`src/rtl/rr_priority_arbiter.sv`:
```
// +-----------------------------------------------------------------------------
// | rr_priority_arbiter: N-requester arbiter with run-time round-robin or fixed
// | priority, registered one-hot/encoded grant, done/abort/hold-timeout release.
// | Revision: 1.0
// +-----------------------------------------------------------------------------
`default_nettype none

module rr_priority_arbiter #(
  parameter  int N_REQ    = 4,
  parameter  int MAX_HOLD = 16,
  localparam int IDX_W    = (N_REQ > 1) ? $clog2(N_REQ) : 1,
  localparam int HOLD_W   = $clog2(MAX_HOLD + 1)
) (
  input  logic             clk,
  input  logic             rst_n,
  input  logic             fixed_prio,
  input  logic [N_REQ-1:0] req,
  input  logic             done,
  output logic [N_REQ-1:0] grant,
  output logic [IDX_W-1:0] grant_idx,
  output logic             grant_valid,
  output logic             timeout
);

  // MAX_HOLD=0 would give a zero-width counter; keep at least one bit.
  localparam int                CNT_W   = (HOLD_W > 0) ? HOLD_W : 1;
  localparam logic [CNT_W-1:0]  MAX_CNT = CNT_W'(MAX_HOLD);

  typedef enum logic [0:0] {
    IDLE  = 1'b0,
    GRANT = 1'b1
  } state_t;

  state_t           state, state_nxt;
  logic [N_REQ-1:0] grant_nxt;
  logic [IDX_W-1:0] idx_nxt;
  logic [IDX_W-1:0] ptr, ptr_nxt;
  logic [IDX_W-1:0] win_idx;
  logic [CNT_W-1:0] cnt, cnt_nxt;
  logic             mode_fixed, mode_nxt;
  logic             timeout_nxt;
  logic             hold_expired;
  logic             release_now;

  // Modulo-N_REQ addition; N_REQ need not be a power of two.
  function automatic logic [IDX_W-1:0] wrap_add(input logic [IDX_W-1:0] base,
                                                input int unsigned     off);
    int unsigned s;
    s = 32'(base) + off;
    if (s >= 32'(N_REQ)) s = s - 32'(N_REQ);
    return IDX_W'(s);
  endfunction

  // Winner selection: later loop iterations override, so the iteration order
  // encodes the priority (highest index for fixed, nearest to ptr for RR).
  always_comb begin
    win_idx = '0;
    if (fixed_prio) begin
      for (int i = 0; i < N_REQ; i++) begin
        if (req[i]) win_idx = IDX_W'(i);
      end
    end else begin
      for (int k = N_REQ - 1; k >= 0; k--) begin
        if (req[wrap_add(ptr, 32'(k))]) win_idx = wrap_add(ptr, 32'(k));
      end
    end
  end

  assign hold_expired = (MAX_HOLD != 0) && (cnt == MAX_CNT);
  assign release_now  = done || !req[grant_idx] || hold_expired;

  always_comb begin
    state_nxt   = state;
    grant_nxt   = grant;
    idx_nxt     = grant_idx;
    ptr_nxt     = ptr;
    cnt_nxt     = cnt;
    mode_nxt    = mode_fixed;
    timeout_nxt = 1'b0;
    case (state)
      IDLE: begin
        if (|req) begin
          state_nxt          = GRANT;
          grant_nxt          = '0;
          grant_nxt[win_idx] = 1'b1;
          idx_nxt            = win_idx;
          cnt_nxt            = CNT_W'(1);
          mode_nxt           = fixed_prio;
        end
      end
      GRANT: begin
        if (release_now) begin
          state_nxt   = IDLE;
          grant_nxt   = '0;
          timeout_nxt = !done && req[grant_idx];
          if (!mode_fixed) ptr_nxt = wrap_add(grant_idx, 32'd1);
        end else if ((MAX_HOLD != 0) && (cnt != MAX_CNT)) begin
          cnt_nxt = cnt + CNT_W'(1);
        end
      end
      default: begin
        state_nxt = IDLE;
        grant_nxt = '0;
      end
    endcase
  end

  always_ff @(posedge clk or negedge rst_n) begin
    if (!rst_n) begin
      state      <= IDLE;
      grant      <= '0;
      grant_idx  <= '0;
      ptr        <= '0;
      cnt        <= '0;
      mode_fixed <= 1'b0;
      timeout    <= 1'b0;
    end else begin
      state      <= state_nxt;
      grant      <= grant_nxt;
      grant_idx  <= idx_nxt;
      ptr        <= ptr_nxt;
      cnt        <= cnt_nxt;
      mode_fixed <= mode_nxt;
      timeout    <= timeout_nxt;
    end
  end

  assign grant_valid = |grant;

`ifndef SYNTHESIS
  a_onehot:    assert property (@(posedge clk) disable iff (!rst_n) $onehot0(grant));
  a_valid:     assert property (@(posedge clk) disable iff (!rst_n) grant_valid == (|grant));
  a_idx_hit:   assert property (@(posedge clk) disable iff (!rst_n) grant_valid |-> grant[grant_idx]);
  a_idx_range: assert property (@(posedge clk) disable iff (!rst_n) 32'(grant_idx) < 32'(N_REQ));
`endif

endmodule

`default_nettype wire

```
`config.mk`:
```
export PLATFORM = sky130hd
export DESIGN_NAME = rr_priority_arbiter
export DESIGN_NICKNAME = d
export VERILOG_FILES = /design/src/rtl/rr_priority_arbiter.sv
export SDC_FILE = /design/constraint.sdc
export NUM_CORES = 1
export LEC_CHECK = 0
export ABC_AREA = 1
export BUFFER_PORTS_ARGS = -buffer_cell sky130_fd_sc_hd__buf_2
export CAP_MARGIN = 20
export CORE_MARGIN = 2
export CORE_UTILIZATION = 48
export CTS_CLUSTER_SIZE = 40
export DETAILED_ROUTE_END_ITERATION = 7
export PLACE_DENSITY = 0.69
export SLEW_MARGIN = 20
export SYNTH_ARGS = -nofsm -noshare
export SYNTH_HDL_FRONTEND = slang
export SYNTH_SLANG_ARGS = --single-unit
export TNS_END_PERCENT = 100
```
`constraint.sdc`:
```
create_clock -name clk -period 1.8 [get_ports clk]
set_input_delay 0.36 -clock clk [delete_from_list [all_inputs] [get_ports clk]]
set_output_delay 0.36 -clock clk [all_outputs]
set_load 0.02 [all_outputs]
```
### Word-level counts from Yosys, hierarchy flattened

Index checks and enable logic that the tools add are counted.

| storage, ports and cells | value |
|---|---|
| output and inout bits | 8 |
| bits of input ports | 8 |
| word-level logic and storage cells | 90 |
| flip-flop bits (word level) | 16 |

| operators by class | value |
|---|---|
| muxes and demuxes | 41 |
| add/subtract/negate cells | 10 |
| equality and inequality tests | 6 |
| bitwise logic cells | 2 |
| reductions and logical operators | 12 |
| magnitude comparators | 12 |

Operator list:

| kind | count |
|---|---|
| $mux W2 | 16 |
| $lt A2 B3 Y1 const B | 6 |
| $mux W5 | 3 |
| $ge A3 B3 Y1 const B | 4 |
| $mux W1 | 11 |
| $bmux W1 S2 | 5 |
| $pmux W5 S2 | 1 |
| $sub A2 B1 Y2 const B | 5 |
| $mux W4 | 2 |
| $pmux W4 S2 | 1 |
| $reduce_or A4 Y1 | 2 |
| $add A2 B1 Y3 const B | 2 |
| $add A2 B2 Y3 const B | 2 |
| $reduce_and A3 Y1 | 2 |
| $add A5 B1 Y5 const B | 1 |
| $eq A5 B5 Y1 const B | 1 |
| $ne A5 B5 Y1 const B | 1 |
| $ne A2 B1 Y1 const B | 2 |
| $ne A2 B2 Y1 const B | 2 |
| $reduce_and A2 Y1 | 2 |
| $ge A2 B3 Y1 const B | 1 |
| $demux W1 S2 | 1 |
| $ge A2 B1 Y1 const B | 1 |
| $logic_and A1 B1 Y1 | 2 |
| 4 further kinds | 7 |

### Logic depth before layout (Yosys ltp)

| logic depth | value |
|---|---|
| depth after elaboration | 17 |
| mapped depth | 13 |

### Least setup slack after synthesis

No wires, ideal clock.

| path | value |
|---|---|
| path kind | reg-to-output |
| start | register grant[1] |
| end | output port grant_valid |
| arrival time | 1096 ps |
| slack | 344 ps |
| path buffers | 0 |
| cell stages (with the launch flop) | 2 |
| cells stage by stage | dfrtp_1 > or4_1 |

| between the ends | value |
|---|---|
| cells in the longest elaborated chain, start to end | 1 |

Ends and longest elaborated chain:

| element | RTL line | RTL |
|---|---|---|
| start, declared | 19 | `output logic [N_REQ-1:0] grant,` |
| start signal, assigned | 119 | `grant <= grant_nxt;` |
| $reduce_or A4 Y1 | 128 | `assign grant_valid = \|grant;` |
| end, declared | 21 | `output logic grant_valid,` |

Every way passes these cells.

### Final worst setup path

Same ends and word-level chain as after synthesis.

==> results.ini <==
[yosys]
synthArstFlopShare=1.000
synth_edf_count=0
syn_nets=156
synth-warning-count=0
yosys-top-cells-area=dfrtp_1 (38%), nand2_1 (18%), nand3_1 (6.7%)
syn_avg_cell_area_um2=7.207
synth_area_leader_cell=dfrtp_1
synth_most_common_cell=nand2_1
netlist_instances=146
synth_largest_type_area_fraction=0.3805
post_synth_num_cell_types=26
yosys-top-cells-count=nand2_1 (50), dfrtp_1 (16), nand3_1 (14)
synth_area_mm2=0.001052
synth.ff_latch_count=16
synth-seq-area-share=0.3805
synth_top_flop_cell=dfrtp_1

[placement]
place.detailed.hpwl_um=1723
gp_congestion=0.8623
io_buffer_count=15
pre_cts_slack_ps=153.7

[final_layout]
filler_cell_count=212
num_antenna_cells=0
layout-drive-gt1-share=0.2727
layout-area-overhead-vs-synth_pct=13.79
fin_nets=176

[setup_path]
number_of_cell_instances_on_the_worst_register_to_register_path=12
critPathMaxStageDelay_ps=510
critical_path_peak_fanout=3
critical_path_arrival_ps=1370
worst_setup_path_start=grant[1]$_DFFE_PN0P_
rrSetupSlack_ps=250
worst-endpoint-required_ps=1440
timing_worst_setup_path_type=reg2out
end_kind=output port
critical_path.cell_chain=or4_1 -> buf_2
worstReg2RegEnd=grant[2]$_DFFE_PN0P_
critPathLaunchType=flop
timing.critical_path.to=grant_valid
r2r_start=ptr[0]$_DFFE_PN0P_
cpMaxStageDelayCell=or4_1

[pwr]
max-vdd-ir-drop_v=0.001210
p_leak_nw=0.6491
power.density_cell_area_mw_per_mm2=1776

[timing]
worst_pin_slew_ps=359.0
worst_max_slew_margin_expressed_relative_to_the_limit=0.7607
clock_skew_ps=7.603
layout_min_cycle_time_ps=1729
final-max-slew-violation-count=0
final.setup.worst_slack_ps=71.12
fmaxAchievable_ghz=0.5784
grt_setup_unrepaired=no
fin_tns_setup_ps=0
timing_hold_violations_final=0
period_share=0.9605
setup_viol=0

[detailed_routing]
via_count=976
drc=0
detail_route.wirelength.met1_um=1104
drt.antenna.violating_nets=0
drt_first_iter_violations=17
top_layer_used=met4
drtPass1Iterations=4
route.detailed.wl_per_inst_um=11.27
routed-wl-met3_um=81
postRouteWirelength_um=2163
drt-vias-per-instance=5.083
met2_length_um=958

[floorplanning]
die_y_um=50.82
ioPinCount=16
die_x_um=50.82
effective_utilization_at_floorplan=0.5204
die_area_mm2=0.002583
core_area_mm2=0.002022
rows=16

[grt]
grt_max_degree=17
grt_util_all_layers=0.2006
grt_overflow_total=0
first_global_vias=900
grt_antenna_before_repair=0
grt_first_pass_wirelength_um=3912

[clocking]
cts_tree=built
cts-root-to-sink-buffers=2
clock-root-buffer=clkbuf_4
clkLatencyLatePin_ps=290
cts_htree_levels=1
clock-sinks=16
worst_setup_hold_path_clk_slew_ps=100
cts_buffers=3

[run_status]
run_status=finished, final reports clean

[min_path]
hold_path.class=in2reg

[flow_run]
cap_violations=0

layer usage:
layer | global-route usage | vias to the layer above
met5 | 0 | -
met2 | 0.3114 | 18
li1 | - | 515
met1 | 0.2822 | 439
met4 | 0.05405 | 0
met3 | 0.04678 | 4
layout make-up:
cell class / count / area [µm²] / area share
well taps: 27 / 33.78 / 0.02821
multi-input cells: 109 / 561.8 / 0.4692
repair buffers: 17 / 92.59 / 0.07732
flip-flops and latches: 16 / 401.6 / 0.3354
inverters: 19 / 71.32 / 0.05956
clock buffers: 4 / 36.28 / 0.03030
critical path: cells and delay by family, from the launching register on:
family                 cells  cell delay, ps
DFF                        1             400
and+or+nand+nor            1             510
buffers and inverters      1             170
kinds of logic (layout without fill, tap and decap cells):
logic type,Yosys count,in the layout,synth area share
AOI/OAI and AO/OA,15,15,0.1034
adders and majority gates,2,2,0.02378
buffers and inverters,21,40,0.08562
DFF,16,16,0.3805
xor gates and xnor gates,3,3,0.02497
and+or+nand+nor,89,89,0.3817
stage by stage:
stage	cell area, µm²	hold slack [ps]	std cells	util	power [mW]
6_report	1197	335.6	192	0.5922	2.127
4_1_cts	1189	330.0	191	0.5879	2.124
2_1_floorplan	1052	64.41	146	-	1.626
5_1_grt	1197	338.8	192	0.5922	2.373
3_3_place_gp	1142	287.6	186	0.5650	1.843
3_5_place_dp	1142	295.2	186	0.5650	1.875
worst min-delay path by stage:
stage,to,slack (ps),cells after the start,start
6_report,timeout$_DFF_PN0_,340,4,done
2_1_floorplan,cnt[0]$_DFFE_PN0P_,60,0,rst_n
5_1_grt,timeout$_DFF_PN0_,340,4,done
4_1_cts,timeout$_DFF_PN0_,330,4,done
3_5_place_dp,grant[1]$_DFFE_PN0P_,300,1,rst_n
3_3_place_gp,grant[1]$_DFFE_PN0P_,290,1,rst_n
timing repair:
| item | CTS | global route |
|---|---|---|
| endpoints found under the hold margin | 16 | 0 |
| setup endpoints to repair | 0 | 5 |
| setup buffers | 0 | 1 |
| hold buffers | 1 | 0 |
| resized for setup | 0 | 1 |
report_power, final:
group / total [mW] / internal (mW) / switching [mW]
clock network: 0.243 / 0.123 / 0.120
registers: 0.684 / 0.503 / 0.181
logic: 1.20 / 0.427 / 0.773
total: 2.13 / 1.05 / 1.07
cells in the final DEF (no fill, tap or decap), types with 2 or more instances in the layout:
cell / Yosys / routed
o31ai_2: 2 / 2
a31oi_1: 2 / 2
nand3_2: 2 / 2
clkbuf_4: 0 / 3
o21ai_1: 4 / 4
ha_1: 2 / 2
nand2_1: 50 / 50
xor2_1: 2 / 2
nor2_1: 8 / 8
inv_2: 8 / 8
o211ai_1: 2 / 2
nand2_2: 9 / 9
inv_1: 8 / 8
nand4_1: 3 / 3
dfrtp_1: 16 / 15
clkinv_1: 3 / 3
a21oi_1: 2 / 2
nand3_1: 14 / 14
buf_2: 0 / 15
flip-flops by register name, summed over array words and instances (netlist names):
name and flops:
state 1, cnt 5, ptr 2, grant 4, grant_idx 2, timeout 1, mode_fixed 1
Power figures use the tool's default switching activity.
